[src/rtl/div_unit_if.sv]
// Request/response bundle between the EX-stage ALU control and the divider.
// The master side drives the operands and control; the slave side returns the result and stall.
interface div_unit_if #(
  parameter int WIDTH = 32
);
  logic               start;
  logic               signed_div;
  logic               annul;
  logic [WIDTH-1:0]   opdata1;
  logic [WIDTH-1:0]   opdata2;
  logic [2*WIDTH-1:0] result;
  logic               ready;
  logic               stall;

  modport master (
    output start, signed_div, annul, opdata1, opdata2,
    input  result, ready, stall
  );

  modport slave (
    input  start, signed_div, annul, opdata1, opdata2,
    output result, ready, stall
  );
endinterface

[src/rtl/div_unit.sv]
// Multi-cycle radix-2 restoring divider, one quotient bit per cycle.
// Produces {remainder, quotient}; holds the pipeline with a combinational stall.
module div_unit #(
  parameter int WIDTH = 32
) (
  input  logic        clk,
  input  logic        rst,
  div_unit_if.slave   dif
);
  localparam int CW = $clog2(WIDTH) + 1;

  typedef enum logic [1:0] {S_IDLE, S_DIVZERO, S_ON, S_END} state_e;

  state_e             state_q, state_d;
  logic [CW-1:0]      cnt_q, cnt_d;
  logic [WIDTH-1:0]   rem_q, rem_d;
  logic [WIDTH-1:0]   quot_q, quot_d;
  logic [WIDTH-1:0]   dvsr_q, dvsr_d;
  logic               q_neg_q, q_neg_d;
  logic               r_neg_q, r_neg_d;
  logic [2*WIDTH-1:0] result_q, result_d;

  logic               op1_neg, op2_neg;
  logic [WIDTH-1:0]   op1_mag, op2_mag;
  logic [WIDTH:0]     trial;
  logic [WIDTH-1:0]   step_rem, step_quot;
  logic               accept;

  always_comb begin
    accept  = dif.start && !dif.annul;
    op1_neg = dif.signed_div && dif.opdata1[WIDTH-1];
    op2_neg = dif.signed_div && dif.opdata2[WIDTH-1];
    op1_mag = op1_neg ? (~dif.opdata1 + 1'b1) : dif.opdata1;
    op2_mag = op2_neg ? (~dif.opdata2 + 1'b1) : dif.opdata2;

    // Partial remainder needs one extra bit: after the shift it can reach 2*divisor-1.
    trial     = {rem_q, quot_q[WIDTH-1]} - {1'b0, dvsr_q};
    step_rem  = trial[WIDTH] ? {rem_q[WIDTH-2:0], quot_q[WIDTH-1]} : trial[WIDTH-1:0];
    step_quot = {quot_q[WIDTH-2:0], ~trial[WIDTH]};

    state_d  = state_q;
    cnt_d    = cnt_q;
    rem_d    = rem_q;
    quot_d   = quot_q;
    dvsr_d   = dvsr_q;
    q_neg_d  = q_neg_q;
    r_neg_d  = r_neg_q;
    result_d = result_q;

    case (state_q)
      S_IDLE: begin
        if (accept) begin
          quot_d  = op1_mag;
          dvsr_d  = op2_mag;
          q_neg_d = op1_neg ^ op2_neg;
          r_neg_d = op1_neg;
          rem_d   = '0;
          cnt_d   = '0;
          state_d = (dif.opdata2 == '0) ? S_DIVZERO : S_ON;
        end
      end
      S_ON: begin
        if (dif.annul) begin
          state_d = S_IDLE;
        end else begin
          rem_d  = step_rem;
          quot_d = step_quot;
          cnt_d  = cnt_q + 1'b1;
          if (cnt_q == CW'(WIDTH - 1)) begin
            state_d  = S_END;
            result_d = {r_neg_q ? (~step_rem + 1'b1) : step_rem,
                        q_neg_q ? (~step_quot + 1'b1) : step_quot};
          end
        end
      end
      S_DIVZERO: begin
        if (dif.annul) begin
          state_d = S_IDLE;
        end else begin
          state_d  = S_END;
          result_d = {quot_q, {WIDTH{1'b1}}};
        end
      end
      S_END: state_d = S_IDLE;
      default: state_d = S_IDLE;
    endcase
  end

  always_ff @(posedge clk or posedge rst) begin
    if (rst) begin
      state_q  <= S_IDLE;
      cnt_q    <= '0;
      rem_q    <= '0;
      quot_q   <= '0;
      dvsr_q   <= '0;
      q_neg_q  <= 1'b0;
      r_neg_q  <= 1'b0;
      result_q <= '0;
    end else begin
      state_q  <= state_d;
      cnt_q    <= cnt_d;
      rem_q    <= rem_d;
      quot_q   <= quot_d;
      dvsr_q   <= dvsr_d;
      q_neg_q  <= q_neg_d;
      r_neg_q  <= r_neg_d;
      result_q <= result_d;
    end
  end

  // Stall is low in END so the instruction leaves EX together with the result.
  assign dif.stall  = (state_q == S_IDLE && accept) || state_q == S_ON || state_q == S_DIVZERO;
  assign dif.ready  = (state_q == S_END);
  assign dif.result = result_q;
endmodule

[src/flat_wrapper.sv]
// flat-port wrapper written by rule: the top's interface ports become plain ports
module div_unit_flat 
#(
  parameter int WIDTH = 32
)
  (clk, rst, dif_start, dif_signed_div, dif_annul, dif_opdata1, dif_opdata2, dif_result, dif_ready, dif_stall);
  div_unit_if #(.WIDTH(WIDTH)) dif_i ();
  input  logic clk;
  input  logic rst;
  input wire logic [$bits(dif_i.start)-1:0] dif_start;
  input wire logic [$bits(dif_i.signed_div)-1:0] dif_signed_div;
  input wire logic [$bits(dif_i.annul)-1:0] dif_annul;
  input wire logic [$bits(dif_i.opdata1)-1:0] dif_opdata1;
  input wire logic [$bits(dif_i.opdata2)-1:0] dif_opdata2;
  output wire logic [$bits(dif_i.result)-1:0] dif_result;
  output wire logic [$bits(dif_i.ready)-1:0] dif_ready;
  output wire logic [$bits(dif_i.stall)-1:0] dif_stall;
  assign dif_i.start = dif_start;
  assign dif_i.signed_div = dif_signed_div;
  assign dif_i.annul = dif_annul;
  assign dif_i.opdata1 = dif_opdata1;
  assign dif_i.opdata2 = dif_opdata2;
  assign dif_result = dif_i.result;
  assign dif_ready = dif_i.ready;
  assign dif_stall = dif_i.stall;
  div_unit #(.WIDTH(WIDTH)) u_core (.clk(clk), .rst(rst), .dif(dif_i));
endmodule
[config.mk]
export PLATFORM = sky130hd
export DESIGN_NAME = div_unit_flat
export DESIGN_NICKNAME = d
export VERILOG_FILES = /design/src/rtl/div_unit_if.sv /design/src/rtl/div_unit.sv /design/src/flat_wrapper.sv
export SDC_FILE = /design/constraint.sdc
export NUM_CORES = 1
export LEC_CHECK = 0
export BUFFER_PORTS_ARGS = -buffer_cell sky130_fd_sc_hd__buf_4
export CELL_PAD_IN_SITES_DETAIL_PLACEMENT = 0
export CELL_PAD_IN_SITES_GLOBAL_PLACEMENT = 2
export CORE_MARGIN = 4
export CORE_UTILIZATION = 34
export CTS_BUF_LIST = sky130_fd_sc_hd__clkbuf_8
export DETAILED_ROUTE_END_ITERATION = 10
export PLACE_DENSITY_LB_ADDON = 0.1
export SLEW_MARGIN = 20
export SYNTH_ARGS = -nofsm -noshare
export SYNTH_HDL_FRONTEND = slang
export SYNTH_SLANG_ARGS = --single-unit
[constraint.sdc]
create_clock -name clk -period 14.4 [get_ports clk]
set_input_delay 2.88 -clock clk [delete_from_list [all_inputs] [get_ports clk]]
set_output_delay 2.88 -clock clk [all_outputs]
set_load 0.1 [all_outputs]
After elaboration in Yosys (flattened, before gate mapping)
Index checks and enable logic that the tools add are counted.
{"block": "op_classes", "n_addsub": 6, "n_eq_ne": 9, "muxes": 24, "bitwise_logic": 6, "reduce_logical": 15}
{"cell": "two-way mux 32 bit", "count": 9}
{"cell": "two-way mux 64 bit", "count": 3}
{"cell": "adder 32 x 1 -> 32 bit, second input constant", "count": 4}
{"cell": "inverter 32 bit", "count": 4}
{"cell": "case mux 32 bit (2 select lines)", "count": 2}
{"cell": "case mux 64 bit (2 select lines)", "count": 1}
{"cell": "subtractor 33 x 32 -> 33 bit", "count": 1}
{"cell": "logical NOT 32 bit", "count": 1}
{"cell": "two-way mux 6 bit", "count": 2}
{"cell": "case mux 6 bit (2 select lines)", "count": 1}
{"cell": "two-way mux 2 bit", "count": 5}
{"cell": "case mux 2 bit (4 select lines)", "count": 1}
{"cell": "adder 6 x 1 -> 6 bit, second input constant", "count": 1}
{"cell": "== test 6 x 5 -> 1 bit, second input constant", "count": 1}
{"cell": "== test 2 bit, second input constant", "count": 2}
{"cell": "logical AND 1 bit", "count": 4}
{"cell": "inequality test 2 x 1 -> 1 bit, second input constant", "count": 2}
{"cell": "inequality test 2 bit, second input constant", "count": 2}
{"cell": "AND reduction 2 bit", "count": 2}
{"cell": "AND reduction 4 bit", "count": 1}
{"cell": "nonzero test 2 bit", "count": 2}
{"cell": "inequality test 3 x 2 -> 1 bit, second input constant", "count": 1}
{"cell": "AND reduction 3 bit", "count": 1}
{"cell": "== test 2 x 1 -> 1 bit, second input constant", "count": 1}
{"cell": "5 further kinds", "count": 6}
{"block": "totals", "ff_bits": 170, "out_inout_bits": 66, "wordCells": 68}

Depth between registers and ports, before layout
Gate-level depths: netlist (run 1).
{"block": "depth", "depth_word": 8, "depth_mapped": 24, "ltp_nobuf": 21}

Worst setup path after synthesis (run 1)
OpenSTA, ideal clock, no wires.
{"block": "synth_path", "path_type": "in2out", "startpoint": "input dif_annul", "endpoint": "output dif_stall", "t_arrival_ps": 4438, "required_ps": 11520, "slack_ps": 7082, "path_stages": 5, "n_path_buf": 3, "cell_sequence": "or3_1 -> clkbuf_1 -> clkbuf_1 -> clkbuf_1 -> nand2_1"}
{"block": "synth_via", "elab_chain_len": 5}
{"item": "start: declaration", "line_no": "flat_wrapper.sv:12", "source": "input wire logic [$bits(dif_i.annul)-1:0] dif_annul;"}
{"item": "logical NOT 1 bit", "line_no": "div_unit.sv:30", "source": "accept = dif.start && !dif.annul;"}
{"item": "logical AND 1 bit", "line_no": "div_unit.sv:30"}
{"item": "logical AND 1 bit", "line_no": "div_unit.sv:112", "source": "assign dif.stall = (state_q == S_IDLE && accept) || state_q == S_ON || state_q == S_DIVZERO;"}
{"item": "logical OR 1 bit (2 in series)", "line_no": "div_unit.sv:112"}
{"item": "end: declaration", "line_no": "flat_wrapper.sv:17", "source": "output wire logic [$bits(dif_i.stall)-1:0] dif_stall;"}
Every way passes these cells.

Worst setup path in the final report (run 1)
Same ends and word-level chain as after synthesis.

==> results.py, run 1 <==
metrics = {
    "synth": {
        "netlist.area_leader.share_pct": 34.2,
        "synth_nets": 1669,
        "yosys_most_used_dff": "dfrtp_1",
        "synth_edf_count": 0,
        "ys.warnings.count": 0,
        "synthMuxAreaShare_pct": 4.34,
        "synth_top_area_cell": "dfrtp_1",
        "yosysSeqAreaShare_pct": 34.2,
        "synthTopCellsByCount": "nand2_1, dfrtp_1, a21oi_1",
        "ys_async_sr_fraction_pct": 100,
        "synth_top_family_by_area": "compound AO/OA/AOI/OAI gates",
        "synth_area_um2": 12400,
        "synth_xor_area_share_pct": 9.51,
        "syn_avg_cell_area_um2": 7.98,
        "synth_cell_types": 74,
        "synthCells": 1558,
        "ys_seq_elements": 170,
        "synthAdderAreaFrac_pct": 4.29,
        "synth-compound-area-share_pct": 23.7,
        "synthSimpleGateAreaFrac_pct": 19.5,
        "synth_most_common_cell": "nand2_1",
        "synth.area.top_cells": "dfrtp_1, a21oi_1, o21ai_0",
    },
    "placement": {
        "dp_hpwl_um": 33200,
        "place.gp.congestion": 0.872,
        "place.port_buffers": 134,
        "place_area_um2": 13800,
    },
    "cts": {
        "cts.hold.buffers_added": 0,
        "tritoncts": "done",
        "clk_pin_slew_ns": 0.10,
        "clk_latency_ns": 0.50,
        "ctsResizeCount": 0,
        "cts.sinks": 170,
        "cts.htree.levels": 4,
        "cts-buffers-inserted": 17,
        "post_cts_buffers": 0,
        "clockBufferDepth": 2,
        "cts_root_buffer": "clkbuf_8",
    },
    "hold_path": {
        "min_path_type": "flop to flop",
        "hold_path_startpoint": "u_core.dif.result[44]",
        "worstHoldPathCells": 2,
        "min_to": "u_core.dif.result[44]",
    },
    "worst_setup_path": {
        "start_kind": "input port",
        "end_kind": "output pin",
        "critPathMaxFanout": 71,
        "required_ns": 11.52,
        "cpMostUsedCell": "buf_4",
        "r2r_setup_slack_ns": 8.71,
        "reg2regPathDepth": 21,
        "criticalPathCategory": "input port to output pin",
        "arrival_ns": 4.13,
        "max_stage_delay_ns": 0.65,
        "slowest_stage": "or3_4",
        "reg2reg_to": "u_core.dif.result[60]",
        "startpoint": "dif_annul",
        "crit_chain": "buf_4 > or3_4 > nand2_1 > buf_4",
        "reg2reg_from": "u_core.quot_q[31]",
    },
    "floorplanning": {
        "rows": 69,
        "initial_core_util_pct": 34.7,
        "die_area_um2": 39700,
        "io_pins": 135,
        "die_w_um": 199,
        "dieHeight_um": 199,
        "placeableCoreArea_um2": 35800,
    },
    "routing": {
        "first_iter_violations": 657,
        "viasPerCell": 5.44,
        "dr.pass1.iters": 5,
        "wl_per_cell_um": 20.5,
        "vias": 11500,
        "drt_wl_total_um": 43200,
        "route.detailed.drc": 0,
        "antenna_left": 0,
    },
    "timing": {
        "post-route-min-period_ns": 7.01,
        "hold_viol_final": 0,
        "max_freq_mhz": 143,
        "rsz0062_at_grt": "false",
        "clock_skew_ns": 0.0243,
        "final.setup.tns_ns": 0,
        "slew_viol_final": 0,
        "setup_viol": 0,
        "relSlewSlack_pct": 32.2,
        "fin_crit_sh_pct": 48.7,
        "worst_pin_slew_ns": 1.01,
    },
    "finish": {
        "drive_gt1_share_pct": 13.1,
        "diodes": 0,
        "fin_nets": 1750,
        "area_growth_pct": 14.6,
        "final_area_um2": 14300,
    },
    "global_route": {
        "grt_pass1_wl_um": 67100,
        "antenna_found_initial": 0,
        "track_usage_pct": 21.8,
        "grt_pass1_vias": 11300,
        "grt_max_degree": 72,
        "gr-total-overflow": 0,
    },
    "flow_run": {
        "maxCapViolations": 0,
    },
    "status": {
        "outcome": "completed",
    },
}
per-stage QoR:
stage / utilization, % / instances / hold slack, ns / worst slack, ns
2_1_floorplan: - / 1558 / 0.450 / 6.92
3_3_place_gp: 38.6 / 2080 / 0.465 / 7.04
3_5_place_dp: 38.6 / 2080 / 0.471 / 7.02
4_1_cts: 39.7 / 2112 / 0.492 / 7.01
5_1_grt: 39.8 / 2113 / 0.516 / 7.33
6_report: 39.8 / 2113 / 0.489 / 7.39
logic make-up after synthesis:
kind of cell,count (synthesis)
adder cells (fa/ha/maj),42
XOR/XNOR,135
multiplexers,53
AO/OA/AOI/OAI,495
buffers and inverters,142
AND/OR/NAND/NOR,521
flip-flops,170
how the worst max path moves through the flow:
stage	endpoint	slack [ns]
after floorplan	u_core.cnt_q[0]	6.92
after global placement	dif_stall	7.04
after detailed placement	dif_stall	7.02
after CTS	dif_stall	7.01
after global routing	dif_stall	7.33
final	dif_stall	7.39
cells in the final DEF, fill, tap and decap left out, types with 6 or more instances in the layout:
cell / n
o31ai_1: 20
mux2_2: 7
or4_1: 15
inv_1: 55
or2_2: 7
ha_1: 39
nor3_1: 24
o21a_1: 11
inv_6: 10
dfrtp_1: 170
a211oi_1: 10
xor2_1: 70
a21oi_1: 164
o21ai_0: 157
o21ai_1: 7
nand2b_1: 6
o22ai_1: 35
o41ai_1: 9
nand3b_1: 6
nor2b_1: 9
buf_4: 146
nand2_1: 196
and4_1: 8
o211ai_1: 10
nor2_1: 146
xnor2_1: 65
a21o_1: 11
a31oi_1: 12
mux2i_1: 46
nand3_1: 21
nor4_1: 14
and3_1: 7
or3_1: 22
clkbuf_8: 17
and2_1: 15
worst max-delay path, delay by kind of cell:
| family | cells | cell delay, ns |
|---|---|---|
| buffers and inverters | 2 | 0.43 |
| and+or+nand+nor | 2 | 0.81 |
sequential cells by signal, summed over array words and instances, names as in the netlist:
signal	flops
u_core.cnt_q	6
u_core.dif.result	64
u_core.dvsr_q	32
u_core.q_neg_q	1
u_core.quot_q	32
u_core.r_neg_q	1
u_core.rem_q	32
u_core.state_q	2
layout make-up:
class	count	area, um^2
fillers	3767	21600
multi-input cells	1246	7680
flip-flops and latches	170	4250
repair buffers	147	1120
well taps	461	577
clock buffers	17	234
inverters	57	219
clock inverters	15	174
metal layers:
metal / global-route usage, % / wire length, um / up-vias
met3: 2.55 / 1320 / 33
met4: 5.29 / 759 / 0
li1: - / - / 5716
met2: 32.5 / 18700 / 222
met5: 0 / 0 / -
met1: 33.5 / 22500 / 5531
Power of run 1 is left out: the tool's default activity adds up to more than one toggle a clock period on the data nets, which glitch-free logic cannot reach.
==> run 2: changes to the inputs <==
==> constraint.sdc (replaced) <==
create_clock -name clk -period 7.25 [get_ports clk]
set_input_delay 1.45 -clock clk [delete_from_list [all_inputs] [get_ports clk]]
set_output_delay 1.45 -clock clk [all_outputs]
set_load 0.1 [all_outputs]
==> results.py, run 2 (synthesis results as in run 1) <==
metrics = {
    "finish": {
        "mostFrequentLayoutCells": "nand2_1, dfrtp_1, a21oi_1",
        "diodes": 0,
        "fin_cells": 2114,
        "largest_reg_flops": 64,
        "final_common_cell": "nand2_1",
        "final_area_um2": 14300,
        "nFillCells": 3656,
        "fin_nets": 1751,
        "drive_gt1_share_pct": 13.2,
        "area_growth_pct": 15.0,
    },
    "floorplanning": {
        "die_area_um2": 39700,
        "rows": 69,
        "dieHeight_um": 199,
        "initial_core_util_pct": 34.7,
        "io_pins": 135,
        "placeableCoreArea_um2": 35800,
        "die_w_um": 199,
    },
    "cts": {
        "cts.htree.levels": 4,
        "clk_pin_slew_ns": 0.12,
        "cts.sinks": 170,
        "cts-buffers-inserted": 17,
        "cts.hold.buffers_added": 0,
        "cts_root_buffer": "clkbuf_8",
        "clk_latency_ns": 0.52,
        "ctsResizeCount": 0,
        "tritoncts": "done",
        "clockBufferDepth": 2,
        "post_cts_buffers": 0,
    },
    "placement": {
        "place_area_um2": 13800,
        "place.port_buffers": 134,
        "place.gp.congestion": 0.846,
        "dp_hpwl_um": 33900,
        "place_ws_ns": 2.19,
        "dp.cells": 2081,
    },
    "status": {
        "outcome": "completed",
    },
    "routing": {
        "wl_per_cell_um": 20.9,
        "route.detailed.drc": 0,
        "vias": 11400,
        "viasPerCell": 5.41,
        "antenna_left": 0,
        "drt_wl_total_um": 44200,
        "dr.pass1.iters": 5,
        "first_iter_violations": 764,
    },
    "timing": {
        "max_freq_mhz": 194,
        "setup_viol": 0,
        "post-route-min-period_ns": 5.17,
        "final.setup.tns_ns": 0,
        "timing.final.ws_setup_ns": 2.08,
        "hold_viol_final": 0,
        "clock_skew_ns": 0.0283,
        "relSlewSlack_pct": 35.0,
        "rsz0062_at_grt": "false",
        "fin_crit_sh_pct": 71.3,
        "worst_pin_slew_ns": 0.972,
        "slew_viol_final": 0,
    },
    "worst_setup_path": {
        "required_ns": 7.66,
        "crit_chain": "inv_1 > ha_1 > inv_1 > fa_1 > a211oi_2 > o211ai_2 > a211oi_2 > nor2_1 > o211ai_1 > a21o_2 > inv_2 > a21oi_1 > ha_1 > nand3_1 > o41ai_1 > mux2i_1 > a31oi_1 > a31oi_1 > and3_1 > or3_1",
        "arrival_ns": 5.58,
        "slowest_stage": "dfrtp_1",
        "criticalPathCategory": "flop to flop",
        "critPathMaxFanout": 11,
        "start_kind": "flop",
        "max_stage_delay_ns": 0.51,
        "end_kind": "flop",
    },
    "global_route": {
        "grt_max_degree": 75,
        "gr-total-overflow": 0,
        "track_usage_pct": 22.3,
        "grt_pass1_wl_um": 68000,
        "antenna_found_initial": 1,
        "grt_pass1_vias": 11200,
    },
    "flow_run": {
        "maxCapViolations": 0,
    },
    "hold_path": {
        "min_path_type": "flop to flop",
    },
}
## run 2: cell types whose count changed in the layout (fill, tap and decap cells not counted)
cell,delta
inv_6,-6
clkinv_4,+4
buf_6,+1
bufinv_16,+1
clkbuf_8,+1
clkinv_2,-1
clkinv_8,+1
clkinvlp_4,-1
inv_8,+1
or3_2,+1
or3_4,-1
## run 2: layer usage
layer  track usage, %  wire length, um  part of all wire, %
met1             34.2            22600                   51
met2             33.6            19600                   44
met3             3.12             1530                  3.5
met4             3.77              392                 0.89
met5                0                0                    0
## run 2: final timing paths
check / from / endpoint / slack, ns / cells past startpoint
hold / removal: u_core.dvsr_q[25] / u_core.dvsr_q[25] / 0.49 / 2
setup reg to reg: u_core.quot_q[31] / u_core.dif.result[60] / 2.08 / 20
hold reg to reg: u_core.dvsr_q[25] / u_core.dvsr_q[25] / 0.49 / 2
setup / recovery: u_core.quot_q[31] / u_core.dif.result[60] / 2.08 / 20
max in group asynchronous: rst / u_core.quot_q[8] / 5.19 / 3
min in group asynchronous: rst / u_core.dif.result[52] / 0.92 / 2
## run 2: area by class of cell
type                    count  area [um^2]  area share, %
repair buffers            148         1130           7.88
well taps                 461          577           4.03
clock inverters            14          201           1.41
inverters                  57          219           1.53
multi-input cells        1246         7680           53.7
clock buffers              18          248           1.73
flip-flops and latches    170         4250           29.7
## run 2: through the flow
step | utilization, % | hold WS (ns)
detailed placement | 38.6 | 0.466
finish | 39.9 | 0.489
floorplan | - | 0.450
global placement | 38.6 | 0.464
global route | 39.9 | 0.508
CTS | 39.9 | 0.493
## run 2: worst max-delay path, delay by kind of cell, from the launching register on
family | cells | cell delay, ns
AO/OA/AOI/OAI | 9 | 2.36
AND/OR/NAND/NOR | 4 | 0.79
flip-flops | 1 | 0.51
buffers and inverters | 3 | 0.27
adder cells (fa/ha/maj) | 3 | 0.85
multiplexers | 1 | 0.28
Power of run 2 is left out for the same reason.
==> run 3: changes to the inputs <==
--- a/config.mk
+++ b/config.mk
@@ -9,7 +9,7 @@
 export CELL_PAD_IN_SITES_DETAIL_PLACEMENT = 0
 export CELL_PAD_IN_SITES_GLOBAL_PLACEMENT = 2
 export CORE_MARGIN = 4
-export CORE_UTILIZATION = 34
+export CORE_UTILIZATION = 33
 export CTS_BUF_LIST = sky130_fd_sc_hd__clkbuf_8
 export DETAILED_ROUTE_END_ITERATION = 10
 export PLACE_DENSITY_LB_ADDON = 0.1
==> constraint.sdc (replaced) <==
create_clock -name clk -period 4.36 [get_ports clk]
set_input_delay 0.872 -clock clk [delete_from_list [all_inputs] [get_ports clk]]
set_output_delay 0.872 -clock clk [all_outputs]
set_load 0.1 [all_outputs]
==> results.py, run 3 (synthesis results as in run 1) <==
metrics = {
    "floorplanning": {
        "dieHeight_um": 202,
        "io_pins": 135,
        "initial_core_util_pct": 33.7,
        "placeableCoreArea_um2": 36900,
        "die_area_um2": 40900,
        "die_w_um": 202,
        "rows": 70,
    },
    "timing": {
        "slew_viol_final": 0,
        "max_freq_mhz": 239,
        "fin_crit_sh_pct": 95.9,
        "hold_viol_final": 0,
        "worst_pin_slew_ns": 0.845,
        "rsz0062_at_grt": "true",
        "relSlewSlack_pct": 43.6,
        "post-route-min-period_ns": 4.18,
        "setup_viol": 0,
        "clock_skew_ns": 0.0353,
        "hold_ws_ns": 0.468,
    },
    "worst_setup_path": {
        "max_stage_delay_ns": 0.57,
        "end_kind": "flop",
        "slowest_stage": "o2111ai_1",
        "cp_top_family": "compound AO/OA/AOI/OAI gates",
        "start_kind": "flop",
        "required_ns": 4.76,
        "critPathMaxFanout": 6,
        "arrival_ns": 4.58,
        "crit_chain": "buf_4 > ha_1 > nor2b_1 > o21a_1 > o2111ai_1 > a41oi_1 > and4_1 > a2111oi_4 > or4b_4 > o22a_1 > o41ai_4 > xnor2_1 > o21ai_1",
        "criticalPathCategory": "flop to flop",
        "r2r_setup_slack_ns": 0.18,
        "worstPathBufferInverterCount": 1,
    },
    "global_route": {
        "antenna_found_initial": 0,
        "track_usage_pct": 22.0,
        "grt_pass1_wl_um": 70400,
        "grt_max_degree": 111,
        "gr-total-overflow": 0,
        "grt_pass1_vias": 11700,
    },
    "status": {
        "outcome": "completed",
    },
    "routing": {
        "route.detailed.drc": 0,
        "vias": 11700,
        "dr.pass1.iters": 6,
        "wl_per_cell_um": 20.3,
        "viasPerCell": 5.28,
        "antenna_left": 0,
        "first_iter_violations": 689,
        "drt_wl_total_um": 45000,
    },
    "finish": {
        "final_common_cell": "buf_4",
        "fin_nets": 1817,
        "seq_area_um2": 4250,
        "area_growth_pct": 20.3,
        "diodes": 0,
        "mostFrequentLayoutCells": "buf_4, nand2_1, dfrtp_1",
        "final_util_pct": 40.6,
        "drive_gt1_share_pct": 17.8,
        "largest_reg_flops": 64,
        "multi_input_area_um2": 7850,
        "nFillCells": 3809,
    },
    "cts": {
        "clk_latency_ns": 0.53,
        "cts.sinks": 170,
        "tritoncts": "done",
        "clockBufferDepth": 2,
        "cts.hold.buffers_added": 0,
        "cts.htree.levels": 4,
        "clk_pin_slew_ns": 0.13,
        "cts_root_buffer": "clkbuf_8",
        "cts-buffers-inserted": 17,
    },
    "placement": {
        "place.port_buffers": 134,
        "place.gp.congestion": 0.863,
        "dp_hpwl_um": 35300,
    },
    "flow_run": {
        "maxCapViolations": 0,
    },
    "hold_path": {
        "min_path_type": "input port to asynchronous set/reset pin",
    },
}
## run 3: cell count changes in the layout (fill, tap and decap cells not counted), sizes merged
cell      delta
clkinvlp     +4
buf         +66
inv          +2
clkinv       -3
clkbuf       -1
bufinv       -2
## run 3: path summary, 6_finish.rpt
path,to,from,cells past startpoint
max,u_core.dif.result[63],u_core.rem_q[0],13
min,u_core.dvsr_q[24],rst,3
max reg2reg,u_core.dif.result[63],u_core.rem_q[0],13
min reg2reg,u_core.dvsr_q[6],u_core.dvsr_q[6],2
max in group asynchronous,u_core.quot_q[9],rst,3
min in group clk,u_core.dvsr_q[6],u_core.dvsr_q[6],2
## run 3: per-stage QoR
| step | cell area, um^2 | setup slack, ns | cells | TNS [ns] |
|---|---|---|---|---|
| CTS | 14800 | 0.000464 | 2221 | 0 |
| global route | 15000 | -0.116 | 2223 | -0.529 |
| detailed placement | 14400 | 0.0223 | 2189 | 0 |
| floorplan | 12500 | -0.00751 | 1558 | -0.00751 |
| global placement | 14400 | 0.0705 | 2189 | 0 |
| finish | 15000 | 0.180 | 2223 | 0 |
## run 3: tightest hold or removal path: cells and delay by family
family / cells / cell delay, ns
buf+inv: 3 / 0.62
## run 3: final cells by class
type / instances / share of cell area [%]
clock inverters: 15 / 1.03
repair buffers: 214 / 10.9
clock buffers: 17 / 1.56
inverters: 57 / 1.47
multi-input cells: 1246 / 52.4
flip-flops and latches: 170 / 28.4
well taps: 504 / 4.21
## run 3: per-layer routing
metal / routed length, um / GRT usage, % / vias to the layer above
met3: 1690 / 3.50 / 44
met4: 751 / 4.87 / 0
li1: - / - / 5841
met1: 23000 / 33.2 / 5630
met2: 19600 / 33.0 / 225
met5: 0 / 0 / -
## run 3: repair_timing
| item | in CTS | in global routing |
|---|---|---|
| pin swaps | 0 | 10 |
| resized for setup | 1 | 26 |
| buffers inserted | 0 | 2 |
| setup endpoints to repair | 1 | 20 |
| cloned | 0 | 0 |
Power of run 3 is left out for the same reason.
